File: src/rtl/fir_decim_sat.sv
// Round, saturate and decimate stage following the FIR28 filter.
// Discards samples while the upstream delay line fills after reset.
module fir_decim_sat #(
    parameter int IN_W   = 30,
    parameter int OUT_W  = 16,
    parameter int SHIFT  = 13,
    parameter int DECIM  = 2,
    parameter int WARMUP = 36
) (
    input  logic                    clk,
    input  logic                    rst_n,
    input  logic                    en,
    input  logic signed [IN_W-1:0]  filter_out,
    input  logic                    clr,
    output logic signed [OUT_W-1:0] dout,
    output logic                    dout_valid,
    output logic                    sat_flag,
    output logic [7:0]              sat_cnt
);

    localparam int WW = (WARMUP > 1) ? $clog2(WARMUP) : 1;
    localparam int PW = (DECIM > 1) ? $clog2(DECIM) : 1;
    localparam logic [WW-1:0] WLAST = WW'(WARMUP - 1);
    localparam logic [PW-1:0] PLAST = PW'(DECIM - 1);

    localparam logic signed [IN_W:0] RND  = (IN_W+1)'(1) <<< (SHIFT - 1);
    localparam logic signed [IN_W:0] MAXV =
        {{(IN_W+2-OUT_W){1'b0}}, {(OUT_W-1){1'b1}}};
    localparam logic signed [IN_W:0] MINV =
        {{(IN_W+2-OUT_W){1'b1}}, {(OUT_W-1){1'b0}}};
    localparam logic signed [OUT_W-1:0] MAXO = {1'b0, {(OUT_W-1){1'b1}}};
    localparam logic signed [OUT_W-1:0] MINO = {1'b1, {(OUT_W-1){1'b0}}};

    typedef enum logic {S_WARM, S_RUN} state_t;

    state_t              state;
    logic [WW-1:0]       wcnt;
    logic [PW-1:0]       phase;
    logic                accept;
    logic signed [IN_W:0] ext;
    logic signed [IN_W:0] sum;
    logic signed [IN_W:0] rnd;
    logic signed [IN_W:0] r;
    logic                r_valid;
    logic                hi;
    logic                lo;
    logic                clip;

    assign accept = en && (state == S_RUN) && (phase == '0);

    always_ff @(posedge clk or negedge rst_n) begin
        if (!rst_n) begin
            state <= S_WARM;
            wcnt  <= '0;
            phase <= '0;
        end else if (en) begin
            unique case (state)
                S_WARM: begin
                    if (wcnt == WLAST) begin
                        state <= S_RUN;
                        wcnt  <= '0;
                        phase <= '0;
                    end else begin
                        wcnt <= wcnt + WW'(1);
                    end
                end
                S_RUN: begin
                    if (phase == PLAST) phase <= '0;
                    else                phase <= phase + PW'(1);
                end
            endcase
        end
    end

    // One guard bit keeps the rounding add from wrapping.
    assign ext = {filter_out[IN_W-1], filter_out};
    assign sum = ext + RND;
    assign rnd = sum >>> SHIFT;

    always_ff @(posedge clk or negedge rst_n) begin
        if (!rst_n) begin
            r_valid <= 1'b0;
            r       <= '0;
        end else begin
            r_valid <= accept;
            if (accept) r <= rnd;
        end
    end

    assign hi   = (r > MAXV);
    assign lo   = (r < MINV);
    assign clip = r_valid && (hi || lo);

    always_ff @(posedge clk or negedge rst_n) begin
        if (!rst_n) begin
            dout       <= '0;
            dout_valid <= 1'b0;
        end else begin
            dout_valid <= r_valid;
            if (r_valid) begin
                unique case (1'b1)
                    hi:      dout <= MAXO;
                    lo:      dout <= MINO;
                    default: dout <= r[OUT_W-1:0];
                endcase
            end
        end
    end

    // A clip coinciding with clr survives as the first counted clip.
    always_ff @(posedge clk or negedge rst_n) begin
        if (!rst_n) begin
            sat_flag <= 1'b0;
            sat_cnt  <= 8'd0;
        end else if (clr) begin
            sat_flag <= clip;
            sat_cnt  <= {7'd0, clip};
        end else if (clip) begin
            sat_flag <= 1'b1;
            if (sat_cnt != 8'hFF) sat_cnt <= sat_cnt + 8'd1;
        end
    end

endmodule

File: config.mk
export PLATFORM = sky130hd
export DESIGN_NAME = fir_decim_sat
export DESIGN_NICKNAME = d
export VERILOG_FILES = /design/src/rtl/fir_decim_sat.sv
export SDC_FILE = /design/constraint.sdc
export NUM_CORES = 1
export LEC_CHECK = 0
export ABC_AREA = 0
export CORE_MARGIN = 3
export CORE_UTILIZATION = 51
export DETAILED_ROUTE_END_ITERATION = 10
export GPL_ROUTABILITY_DRIVEN = 0
export PLACE_DENSITY_LB_ADDON = 0.3
export SLEW_MARGIN = 0
export SYNTH_ARGS = -nofsm -noshare
export SYNTH_HDL_FRONTEND = slang
export SYNTH_SLANG_ARGS = --single-unit
File: constraint.sdc
create_clock -name clk -period 2.3 [get_ports clk]
set_clock_uncertainty 0.15 [all_clocks]
set_input_delay 0.46 -clock clk [delete_from_list [all_inputs] [get_ports clk]]
set_output_delay 0.46 -clock clk [all_outputs]
set_load 0.01 [all_outputs]
# After elaboration in Yosys (flattened, before gate mapping)
# Cells that the tools add are included.
[totals] regBits=53 word_cells=41 output_inout_bits=26
[classes] bitwise=2 n_reduce_logical=9 n_eq_ne=3 n_mux=12 order_cmp=2 addsub=4
[op_table] operator="one-hot mux 16 bit (2 select lines)" n=1
[op_table] operator="adder 30 x 14 -> 31 bit, second input constant" n=1
[op_table] operator="two-way mux 8 bit" n=3
[op_table] operator="> comparator 18 x 16 -> 1 bit, second input constant" n=1
[op_table] operator="less-than comparator 18 x 16 -> 1 bit, second input constant" n=1
[op_table] operator="adder 8 x 1 -> 8 bit, second input constant" n=1
[op_table] operator="inequality test 8 bit, second input constant" n=1
[op_table] operator="adder 6 x 1 -> 6 bit, second input constant" n=1
[op_table] operator="== test 6 bit, second input constant" n=1
[op_table] operator="two-way mux 1 bit" n=6
[op_table] operator="two-way mux 6 bit" n=1
[op_table] operator="AND reduction 2 bit" n=3
[op_table] operator="nonzero test 2 bit" n=2
[op_table] operator="logical AND 1 bit" n=3
[op_table] operator="inequality test 2 bit, second input constant" n=1
[op_table] operator="inverter 1 bit" n=2
[op_table] operator="one-hot mux 1 bit (2 select lines)" n=1
[op_table] operator="adder 1 bit, second input constant" n=1
[op_table] operator="logical OR 1 bit" n=1

# Logic depth before layout (Yosys ltp)
# Gate-level depths: netlist of run 1.
[depth] word_depth=5 depth_mapped=7 mapped_depth_nobuf=6

# Worst setup path after synthesis of run 1
# No wires, ideal clock.
[synth_timing] path_kind="input to register" from="input filter_out[12]" to="register r[15]" slack_ns=0.575 stages=6 required_ns=2.024 arrival_time_ns=1.449 cell_sequence="ha_1 -> nand3_1 -> or4_4 -> nor2_4 -> xnor2_1 -> o21ai_2"
[synth_between] elab_chain_len=1
[synth_rtl] element="start, declared" line="13" rtl="input logic signed [IN_W-1:0] filter_out,"
[synth_rtl] element="adder 30 x 14 -> 31 bit" line="77" rtl="assign sum = ext + RND;"
[synth_rtl] element="end signal, assigned" line="86" rtl="if (accept) r <= rnd;"
[synth_rtl] element="end, declared" line="43" rtl="logic signed [IN_W:0] r;"
# No other way between the ends.
# A chain may end at the register's enable or synchronous reset.

# Worst setup path after layout of run 1
# Same ends and word-level chain as after synthesis.

==> results.ini, run 1 <==
[global_route]
use_met2 = 0.3097
grtUsageMet3 = 0.03725
busiest_layer = met2
overflow = 0
antenna_found_initial = 0
grt_pass1_wl_um = 9149
grt_util_all_layers = 0.1837
grt_max_degree = 54
grtUsageMet1 = 0.2392
grt_pass1_vias = 2058

[synth]
seq_area_frac_synth = 0.4807
yosysTopAreaCell = dfrtp_1
synthTopCellsByArea = dfrtp_1, nor2_1, nand2_1
synth.ff_latch_count = 53
netlist_instances = 310
synth.distinct_cells = 35
syn_nets = 347
synth_area_per_cell_sq_um = 8.900
synth_area_sq_um = 2759
yosysWarningCount = 0
synth_top_area_share = 0.4807

[drt]
vias = 2261
drc = 0
antenna_left = 0
wl_per_cell_um = 11.77
dr.first_iter.drc_count = 121
wl_um = 5154
firstDrtPassIters = 4
routed_via_density = 5.162

[worst_hold_path]
hold_path.class = reg -> reg

[die]
die_x_um = 79.55
die_y_um = 79.55
io_pins = 60
initial_core_util = 0.5334
core_sq_um = 5172
die_area_sq_um = 6328
rows = 26

[cts]
root_buffer = clkbuf_8
postCtsSetupRepairBufs = 0
clkLatencyLatePin_ps = 310
path_clk_slew_ps = 90
htree_levels = 2
clockBufferDepth = 2
tritoncts = done
clkSinkCount = 53
cts_made_buffers = 5
cts_resized = 0

[layout]
antenna_cells = 0
nNetsFinal = 404
areaGrowthSynthToFinish_pct = 26.49
final_cells = 438
drive_above_1_share = 0.1332

[power_and_ir_drop]
pwr-share-comb = 0.392
powerDensity_nw_per_um2 = 899.7
p_switching_mw = 1.197
vdd_drop_max_mv = 0.4054
power_frac_seq = 0.447
swShare = 0.3814
power.share.clock = 0.161
p_int_mw = 1.942
leakage_nw = 1.539

[critical_path]
required_ps = 2340
crit_path_start_kind = input port
path_max_fanout = 3
arrival_ps = 2020
path_class = in -> reg
cp-end-kind = flop

[timing]
grt_setup_unrepaired = false
slew_headroom = 0.7649
drv_slew = 0
min_period_ps = 1982
hold_violations = 0
setup_viol = 0
max_freq_ghz = 0.5044
worst_slew_pin_slew_ps = 349.5
period_share = 0.8619
setup_ws_ps = 317.6

[placement]
dp.cells = 429
place_hpwl_um = 3890
io_buffer_count = 47
dp_slack_ps = -6.932

[job]
drv_cap = 0

[outcome]
status = finished, final reports clean

==> state kept, by name, summed over array words and instances, names as in the netlist <==
register,count
state,1
phase,1
dout,16
sat_cnt,8
r_valid,1
wcnt,6
sat_flag,1
dout_valid,1
r,18
==> critical path, cell delays in order <==
cell and delay, ps:
clkdlybuf4s50_1 510, ha_1 180, nand3_1 110, or4_4 470
nor2_4 100, xnor2_1 130, o21ai_2 60
==> final cells by class <==
class,instances,area (sq um)
Sequential cell,53,1326
Multi-Input combinational cell,237,1354
Inverter,4,15.01
Clock buffer,7,76.32
Clock inverter,1,7.507
Timing Repair Buffer,66,623.1
Tap cell,70,87.58
Fill cell,436,1683
==> routing by layer <==
| layer | up-vias | share of wire |
|---|---|---|
| li1 | 1167 | - |
| met1 | 1046 | 0.46 |
| met2 | 42 | 0.49 |
| met3 | 6 | 0.039 |
| met4 | 0 | 0.013 |
| met5 | - | 0 |
==> cells in the mapped netlist (all sizes together) <==
master,number
nor2,56
dfrtp,53
nand2,51
o21ai,23
a21oi,16
mux2,16
nand3,12
xor2,11
clkbuf,10
xnor2,10
nand4,7
buf,6
nor3,5
inv,4
a21o,3
and3,3
ha,3
mux2i,3
nor4,3
and4,2
nand2b,2
nand3b,2
a311oi,1
a31oi,1
and2,1
and4b,1
nor2b,1
o211ai,1
or2,1
or3,1
or4,1
==> worst paths after layout <==
check | startpoint | to | slack (ps) | cells past startpoint
setup / recovery | filter_out[12] | r[15] | 320 | 7
hold / removal | phase | phase | 330 | 2
setup reg to reg | r[16] | sat_cnt[1] | 570 | 5
hold reg to reg | phase | phase | 330 | 2
max in group asynchronous | rst_n | r[8] | 1240 | 3
min in group asynchronous | rst_n | sat_cnt[2] | 500 | 3
==> kinds of logic after synthesis <==
logic type               synth area share
AND/OR/NAND/NOR                    0.2444
flip-flops                         0.4807
AO/OA/AOI/OAI                     0.08980
XOR/XNOR                          0.06666
buffers and inverters             0.02857
multiplexers                      0.07619
adder cells (fa/ha/maj)           0.01361
==> per-stage QoR <==
| stage | hold WS (ps) | setup TNS [ps] | power, mW | utilization | instance area [sq um] |
|---|---|---|---|---|---|
| 2_1_floorplan | 14.41 | 0 | 2.285 | - | 2759 |
| 3_3_place_gp | 304.3 | 0 | 2.579 | 0.6565 | 3396 |
| 3_5_place_dp | 312.0 | -6.932 | 2.658 | 0.6565 | 3396 |
| 4_1_cts | 336.1 | 0 | 3.165 | 0.6746 | 3490 |
| 5_1_grt | 350.5 | 0 | 3.447 | 0.6746 | 3490 |
| 6_report | 334.6 | 0 | 3.140 | 0.6746 | 3490 |
==> power by group through the flow <==
stage	combinational [mW]	clock (mW)	sequential (mW)
final	1.23	0.505	1.40
after global routing	1.44	0.563	1.44
after CTS	1.24	0.520	1.40
after detailed placement	1.24	0	1.42
after global placement	1.17	0	1.41
after floorplan	0.942	0	1.34
==> cells in the final DEF (no fill, tap or decap), types with 2 or more instances in the layout <==
cell              n
nand2b_1          2
dfrtp_1          53
clkbuf_1          2
a21oi_1          16
nand3b_1          2
ha_1              3
xor2_1           11
nor3_1            5
nor2_1           55
a21o_1            3
xnor2_1          10
clkdlybuf4s50_1  46
mux2_2           16
clkbuf_8          5
o21ai_2           2
o21ai_0          21
buf_4            17
mux2i_1           3
nor4_1            3
nand3_1          11
inv_1             4
and3_1            3
nand2_1          51
and4_2            2
nand4_1           7
==> timing repair <==
| item | in CTS | in global routing |
|---|---|---|
| endpoints found under the hold margin | 53 | 0 |
| endpoints found under the setup margin | 0 | 0 |
| hold buffers | 1 | 0 |
No activity file was read; power rests on OpenSTA's default activity.
==> run 2: changes to the inputs <==
- HOLD_SLACK_MARGIN: default -> 0.15
- PLACE_DENSITY: default -> 0.76
- PLACE_DENSITY_LB_ADDON: 0.3 -> default
==> results.ini, run 2 (synthesis gave the netlist of run 1 again) <==
[drt]
drc = 0  ; unchanged
routed_via_density = 5.108  ; -1.1%
dr.first_iter.drc_count = 94  ; -22%
firstDrtPassIters = 4  ; unchanged
antenna_left = 0  ; unchanged
vias = 2232  ; -1.3%
wl_per_cell_um = 12.06  ; +2.5%
wl_um = 5269  ; +2.2%

[timing]
min_period_ps = 1966  ; -16.84 ps
setup_ws_ps = 334.4  ; +16.84 ps
period_share = 0.8546  ; -0.007320
grt_setup_unrepaired = false
max_freq_ghz = 0.5088  ; +0.86%
tns_ps = 0  ; unchanged
worst_slew_pin_slew_ps = 612.7  ; +263.3 ps
hold_violations = 0  ; unchanged
slew_headroom = 0.5915  ; -0.1734
setup_viol = 0  ; unchanged
drv_slew = 0  ; unchanged

[critical_path]
crit_chain = clkdlybuf4s50_1, ha_1, nand3_1, or4_4, nor2_4, xnor2_1, o21ai_2
arrival_ps = 2000  ; -20 ps
path_class = in -> reg
crit_path_start_kind = input port
cp-end-kind = flop
cpMaxStageDelayCell = clkdlybuf4s50_1
required_ps = 2340  ; about the same
cp_top_family = simple AND/OR/NAND/NOR gates
cp_num_buf_inv = 1  ; unchanged
max_stage_delay_ps = 500  ; about the same
path_max_fanout = 3  ; unchanged

[cts]
cts_made_buffers = 5  ; unchanged
tritoncts = done
htree_levels = 2  ; unchanged
root_buffer = clkbuf_8
path_clk_slew_ps = 80  ; about the same
clkLatencyLatePin_ps = 310  ; about the same
clockBufferDepth = 2  ; unchanged
clkSinkCount = 53  ; unchanged

[layout]
largest_reg_flops = 18  ; unchanged
drive_above_1_share = 0.1362  ; +0.003088
nNetsFinal = 403  ; -0.25%
final_util = 0.6778  ; +0.003145
layout_commonest_cell = nor2_1
final_cell_mix = nor2_1, dfrtp_1, nand2_1
areaGrowthSynthToFinish_pct = 27.07
reg_top3 = r x18, dout x16, sat_cnt x8
antenna_cells = 0  ; unchanged
top_register = r

[placement]
io_buffer_count = 47  ; unchanged
place_hpwl_um = 3989  ; +2.6%
dp_slack_ps = 11.38  ; +18.31 ps

[global_route]
grt_max_degree = 38  ; -30%
grt_util_all_layers = 0.1886  ; +0.004932
grt_pass1_vias = 2110  ; +2.5%
overflow = 0  ; unchanged
antenna_found_initial = 0  ; unchanged
grt_pass1_wl_um = 9501  ; +3.8%

[die]
initial_core_util = 0.5334  ; unchanged
core_sq_um = 5172  ; unchanged
die_x_um = 79.55  ; unchanged
die_y_um = 79.55  ; unchanged
die_area_sq_um = 6328  ; unchanged
rows = 26  ; unchanged
io_pins = 60  ; unchanged

[worst_hold_path]
hold_path.class = reg -> reg

[power_and_ir_drop]
leakage_nw = 1.548  ; +0.62%
vdd_drop_max_mv = 0.4759  ; +17%
powerDensity_nw_per_um2 = 933.0  ; +3.7%
power_mw = 3.271  ; +4.2%

[job]
drv_cap = 0  ; unchanged

[outcome]
status = finished, final reports clean

-- run 2: path summary, 6_finish.rpt --
check	startpoint	endpoint	slack [ps]	cells past startpoint
max reg2reg	sat_cnt[0]	sat_cnt[5]	600	6
max	filter_out[12]	r[15]	330	7
min	phase	phase	330	2
min reg2reg	phase	phase	330	2
min in group asynchronous	rst_n	sat_cnt[2]	540	2
max in group asynchronous	rst_n	r[7]	830	3
-- run 2: repair_timing --
item | 4_1_cts | 5_1_grt
buffers inserted | 0 | 0
endpoints found under the hold margin | 25 | 0
gates resized for setup | 0 | 0
hold buffers | 1 | 0
endpoints found under the setup margin | 0 | 0
-- run 2: metal layers --
metal	up-vias	track usage	part of all wire
li1	1157	-	-
met1	1019	0.2547	0.47
met2	49	0.3030	0.47
met3	7	0.04063	0.049
met4	0	0.05842	0.013
met5	-	0	0
-- run 2: layout make-up --
type,count,area [sq um]
clock buffer,6,82.58
fill,421,1667
sequential,53,1326
inverter,4,15.01
timing repair buffer,65,603.1
tap,70,87.58
clock inverter,2,37.54
multi-input combinational,237,1354
-- run 2: metrics by stage --
stage	std cells	cell area, sq um	hold WS [ps]
3_3_place_gp	428	3376	307.5
5_1_grt	437	3506	344.4
6_report	437	3506	333.5
4_1_cts	437	3506	333.7
2_1_floorplan	310	2759	14.41
3_5_place_dp	428	3376	305.3
-- run 2: where the power goes --
| group | internal [mW] | total [mW] | switching, mW |
|---|---|---|---|
| combinational | 0.548 | 1.24 | 0.695 |
| clock | 0.354 | 0.647 | 0.293 |
| sequential | 1.18 | 1.38 | 0.204 |
| total | 2.08 | 3.27 | 1.19 |
-- run 2: worst min-delay path: stages, from the launching register on --
cell	delay, ps
dfrtp_1	350
nand2_1	50
nand2_1	50
==> run 3: changes to the inputs <==
- TNS_END_PERCENT: default -> 100
==> results of run 3 <==
No change in the layout: final DEF, timing and power equal those of run 2.
==> patch 1: new RTL, settings of run 1 <==
`DECIM`: 2 -> 4.
--- a/src/rtl/fir_decim_sat.sv
+++ b/src/rtl/fir_decim_sat.sv
@@ -4,7 +4,7 @@
     parameter int IN_W   = 30,
     parameter int OUT_W  = 16,
     parameter int SHIFT  = 13,
-    parameter int DECIM  = 2,
+    parameter int DECIM  = 4,
     parameter int WARMUP = 36
 ) (
     input  logic                    clk,
Formal check against the unedited RTL: no difference found for any inputs over 10 cycles, from zero or initial values and one cycle with rst_n low; that may be too few to reach the edited logic, so the function may still have changed.
==> patch 1 against run 1 <==
Core utilization decreased by 0.82 points; sequential cell count rose by 1; cell area rose by 6.5%; area after synthesis increased by 7.4%; wire length grew 11%; power up 15%; clock power grew 51%; setup slack better by 7.7 ps; non-clock buffer count decreased by 2; sequential share of layout area fell by 1.6 points; worst hold slack better by 27 ps; fmax is 0.39% higher; via count is 6.4% higher; largest cell class unchanged; largest power group unchanged.
==> patch 1: results (changes against run 1) <==
worst min-delay path category=reg2reg (unchanged); maximum VDD drop=0.515 mV (was 0.405 mV); dpl hpwl=4220 um (was 3890 um); Via density=5.48 (was 5.16); Skew-Pair Late Insertion Delay=300 ps; min Tclk post-route=1970 ps (was 1980 ps); Slew Limit Headroom=71.8% (was 76.5%); Max Used Layer=met4 (unchanged); largest net degree at the start of global routing=33 (was 54); Critical Path AT=1360 ps (was 2020 ps); vias in the first global route=2,160 (was 2,058); net count after synthesis=351 (was 347); layout cell share with drive strength beyond 1=18.0% (was 13.3%); biggest regs=r (18), dout (16), sat_cnt (8) (unchanged); wire per inst=13.1 um (was 11.8 um); leakage=1.59 nW (was 1.54 nW); met1 WL=2800 um (was 2370 um); met2 wire len=2600 um (was 2520 um); commonest cells in the netlist=dfrtp_1, nand2_1, nor2_1, a21oi_1, mux2_2 (was nor2_1, dfrtp_1, nand2_1, o21ai_0); DP Area=3560 um2 (was 3400 um2); met3 WL=265 um (was 200 um); CP max stage delay=580 ps (was 510 ps); iteration-0 DRC count of the detailed router=129 (was 121); 1st-pass router iterations=6 (was 4); global-route wire length before repair=9890 um (was 9150 um); top cells by area, synth=dfrtp_1, mux2_2, nand2_1 (was dfrtp_1, nor2_1, nand2_1); delay-heaviest family, CP=buffers and inverters (was simple AND/OR/NAND/NOR gates); synth unique cells=45 (was 35); Tot GR Track Use=18.6% (was 18.4%); htree depth=2 (unchanged); critical path peak fanout=8 (was 3); Post-CTS Setup Inserts=0 (unchanged); fin nets=405 (was 404); status=finished, final reports clean (unchanged); sequential share of the synthesized area=45.6% (was 48.1%)
==> patch 1: kinds of logic after synthesis <==
group,count (synthesis),share of synthesized area [%]
buf+inv,27,3.88
simple gates,126,21.5
mux,20,7.56
flops,54,45.6
compound gates,65,14.9
xor+xnor,15,4.43
fa+ha+maj,5,2.11
==> patch 1: layout make-up <==
class | instances | area [um2]
clock inverters | 2 | 60.1
inverters | 10 | 37.5
well taps | 72 | 90.1
repair buffers | 64 | 596
clock buffers | 6 | 82.6
multi-input cells | 231 | 1500
fillers | 444 | 1860
flip-flops and latches | 54 | 1350
==> patch 1: what timing repair did <==
| action | 4_1_cts | 5_1_grt |
|---|---|---|
| resized for setup | 0 | 0 |
| hold buffers | 1 | 0 |
| endpoints found under the hold margin | 17 | 0 |
| setup endpoints to repair | 0 | 0 |
==> patch 1: stage by stage <==
| stage | power [mW] | setup WS, ps | utilization (%) | std cells | hold WS [ps] |
|---|---|---|---|---|---|
| after global placement | 2.82 | 54.8 | 63.9 | 430 | 265 |
| after detailed placement | 2.87 | 16.1 | 63.9 | 430 | 267 |
| final | 3.61 | 325 | 66.6 | 439 | 361 |
| after global routing | 3.90 | 269 | 66.6 | 439 | 379 |
| after floorplan | 2.33 | 334 | - | 312 | 14.4 |
| after CTS | 3.64 | 326 | 66.6 | 439 | 363 |
==> patch 1: final timing paths <==
path                            startpoint    endpoint  slack [ps]  cells after the start
worst max-delay path            sat_cnt[2]  sat_cnt[2]         330                      1
worst min-delay path               wcnt[4]     wcnt[4]         360                      1
worst max register to register  sat_cnt[0]  sat_cnt[5]         380                      4
worst min register to register     wcnt[4]     wcnt[4]         360                      1
max in group asynchronous            rst_n       r[15]         940                      3
min in group asynchronous            rst_n    sat_flag         460                      2
==> patch 1: metal layers <==
layer / vias up / track usage [%]
li1: 1206 / -
met3: 7 / 3.04
met1: 1128 / 26.4
met5: - / 0
met4: 0 / 6.15
met2: 65 / 29.0
==> patch 1: where the power goes <==
| group | internal [mW] | switching, mW | total [mW] |
|---|---|---|---|
| sequential | 1.24 | 0.208 | 1.45 |
| combinational | 0.777 | 0.621 | 1.40 |
| clock | 0.464 | 0.297 | 0.761 |
==> patch 2: new RTL, flow settings as in run 1 <==
Made on the original files. Put one more register stage on the output `dout`, without a reset. The value now appears one clock later. The other outputs are not delayed to match.
--- a/src/rtl/fir_decim_sat.sv
+++ b/src/rtl/fir_decim_sat.sv
@@ -32,6 +32,8 @@
     localparam logic signed [OUT_W-1:0] MINO = {1'b1, {(OUT_W-1){1'b0}}};
 
     typedef enum logic {S_WARM, S_RUN} state_t;
+
+    logic signed [OUT_W-1:0] dout_s0;
 
     state_t              state;
     logic [WW-1:0]       wcnt;
@@ -93,15 +95,15 @@
 
     always_ff @(posedge clk or negedge rst_n) begin
         if (!rst_n) begin
-            dout       <= '0;
+            dout_s0    <= '0;
             dout_valid <= 1'b0;
         end else begin
             dout_valid <= r_valid;
             if (r_valid) begin
                 unique case (1'b1)
-                    hi:      dout <= MAXO;
-                    lo:      dout <= MINO;
-                    default: dout <= r[OUT_W-1:0];
+                    hi:      dout_s0 <= MAXO;
+                    lo:      dout_s0 <= MINO;
+                    default: dout_s0 <= r[OUT_W-1:0];
                 endcase
             end
         end
@@ -121,5 +123,9 @@
         end
     end
 
+    always_ff @(posedge clk) begin
+        dout <= dout_s0;
+    end
+
 endmodule
 
Formal check against the unedited RTL: same outputs for any inputs over 10 cycles, from zero or initial values and one cycle with rst_n low; that may be too few to reach the edited logic, so the function may still have changed.
==> patch 2 against run 1 <==
Setup slack got worse by 5.4 ps; critical endpoint is now sat_cnt[0]; cell area is 18% higher; power rose by 36%; wire length rose by 17%; largest power group unchanged; count of clock-buffer cells in the layout is 3 higher; area after synthesis grew 18%; core utilization up 0.64 points; sequential cell count grew 16.
==> patch 2: results (changes against run 1) <==
status=finished, final reports clean (unchanged); CP max stage delay=580 ps (was 510 ps); synth unique cells=52 (was 35); Via density=5.45 (was 5.16); fin nets=418 (was 404); Reg clk slew, reported paths=70 ps (was 90 ps); CLK BUF=10 (was 7); n_diodes=0 (unchanged); sequential share of the synthesized area=50.6% (was 48.1%); Logic inverters=2 (was 4); Mean Syn Cell Area=10.2 um2 (was 8.90 um2); M3 GR Usage=4.13% (was 3.72%); Sequential cell area=1650 um2 (was 1330 um2); top cells by area, synth=dfrtp_1, dfxtp_1, mux2_2 (was dfrtp_1, nor2_1, nand2_1); total number of vias=2,513 (was 2,261); cell-internal power=2.94 mW (was 1.94 mW); Reg2Reg Launch Point=sat_cnt[0] (was r[16]); commonest cells in the netlist=dfrtp_1, nand2_1, nor2_1, a21oi_1, o21ai_0 (was nor2_1, dfrtp_1, nand2_1, o21ai_0); wire per inst=13.1 um (was 11.8 um); biggest regs=r (18), dout (16), dout_s0 (16) (was r (18), dout (16), sat_cnt (8)); crit path launch=sat_cnt[0] (was filter_out[12]); iteration-0 DRC count of the detailed router=116 (was 121); GR Util met1=23.6% (was 23.9%); Tot GR Track Use=18.0% (was 18.4%); dpl ws=31.7 ps (was -6.93 ps); FFs w/ async S/R, synth=76.8% (was 100%); Resize count post-CTS=0 (unchanged); htree depth=3 (was 2); net count after synthesis=357 (was 347); PwrDens=1030 nW/um2 (was 900 nW/um2); met3 WL=325 um (was 200 um); met2 wire len=2790 um (was 2520 um); number of fill cells=491 (was 436); multi-input combinational area share=36.8% (was 38.8%); P&R area growth vs syn=26.9% (was 26.5%); signal buffers share of area=15.1% (was 17.9%); global-route wire length before repair=10,600 um (was 9150 um); layout cell share with drive strength beyond 1=19.7% (was 13.3%); delay-heaviest family, CP=buffers and inverters (was simple AND/OR/NAND/NOR gates); maximum VDD drop=0.611 mV (was 0.405 mV); largest net degree at the start of global routing=33 (was 54); min Tclk post-route=1990 ps (was 1980 ps); HP Start=dout_s0[11] (was phase); grt met2 use=28.6% (was 31.0%); ClkCell Share=5.79% (was 2.40%); #MultiIn Comb=233 (was 237); critical path peak fanout=7 (was 3); met1 WL=2810 um (was 2370 um); WP buf/inv=1 (unchanged); Slew Limit Headroom=65.1% (was 76.5%); leakage=1.75 nW (was 1.54 nW); dpl cells=444 (was 429); WHS=219 ps (was 335 ps)
==> patch 2: cell types whose count changed in the layout (fill, tap and decap cells not counted), sizes merged, moves of 4 or more <==
| cell | run 1 | this run |
|---|---|---|
| o21ba | 0 | 15 |
| nor2 | 56 | 27 |
| nand3 | 12 | 18 |
| dfxtp | 0 | 16 |
| o21ai | 23 | 19 |
| nand2 | 51 | 47 |
==> patch 2: worst paths after layout <==
path | endpoint | depth (start not counted)
min | dout[11] | 0
max reg2reg | sat_cnt[2] | 5
max in group asynchronous | r[14] | 3
max | sat_cnt[0] | 1
min in group asynchronous | dout_s0[5] | 2
min reg2reg | dout[11] | 0
==> patch 2: cells by family after synthesis <==
logic type	after synthesis	share of synthesized area, %
AOI/OAI and AO/OA	68	14.3
xor gates and xnor gates	15	4.04
adders and majority gates	3	1.15
DFF	69	50.6
muxes	18	6.19
buffers and inverters	18	2.69
and+or+nand+nor	129	21.0
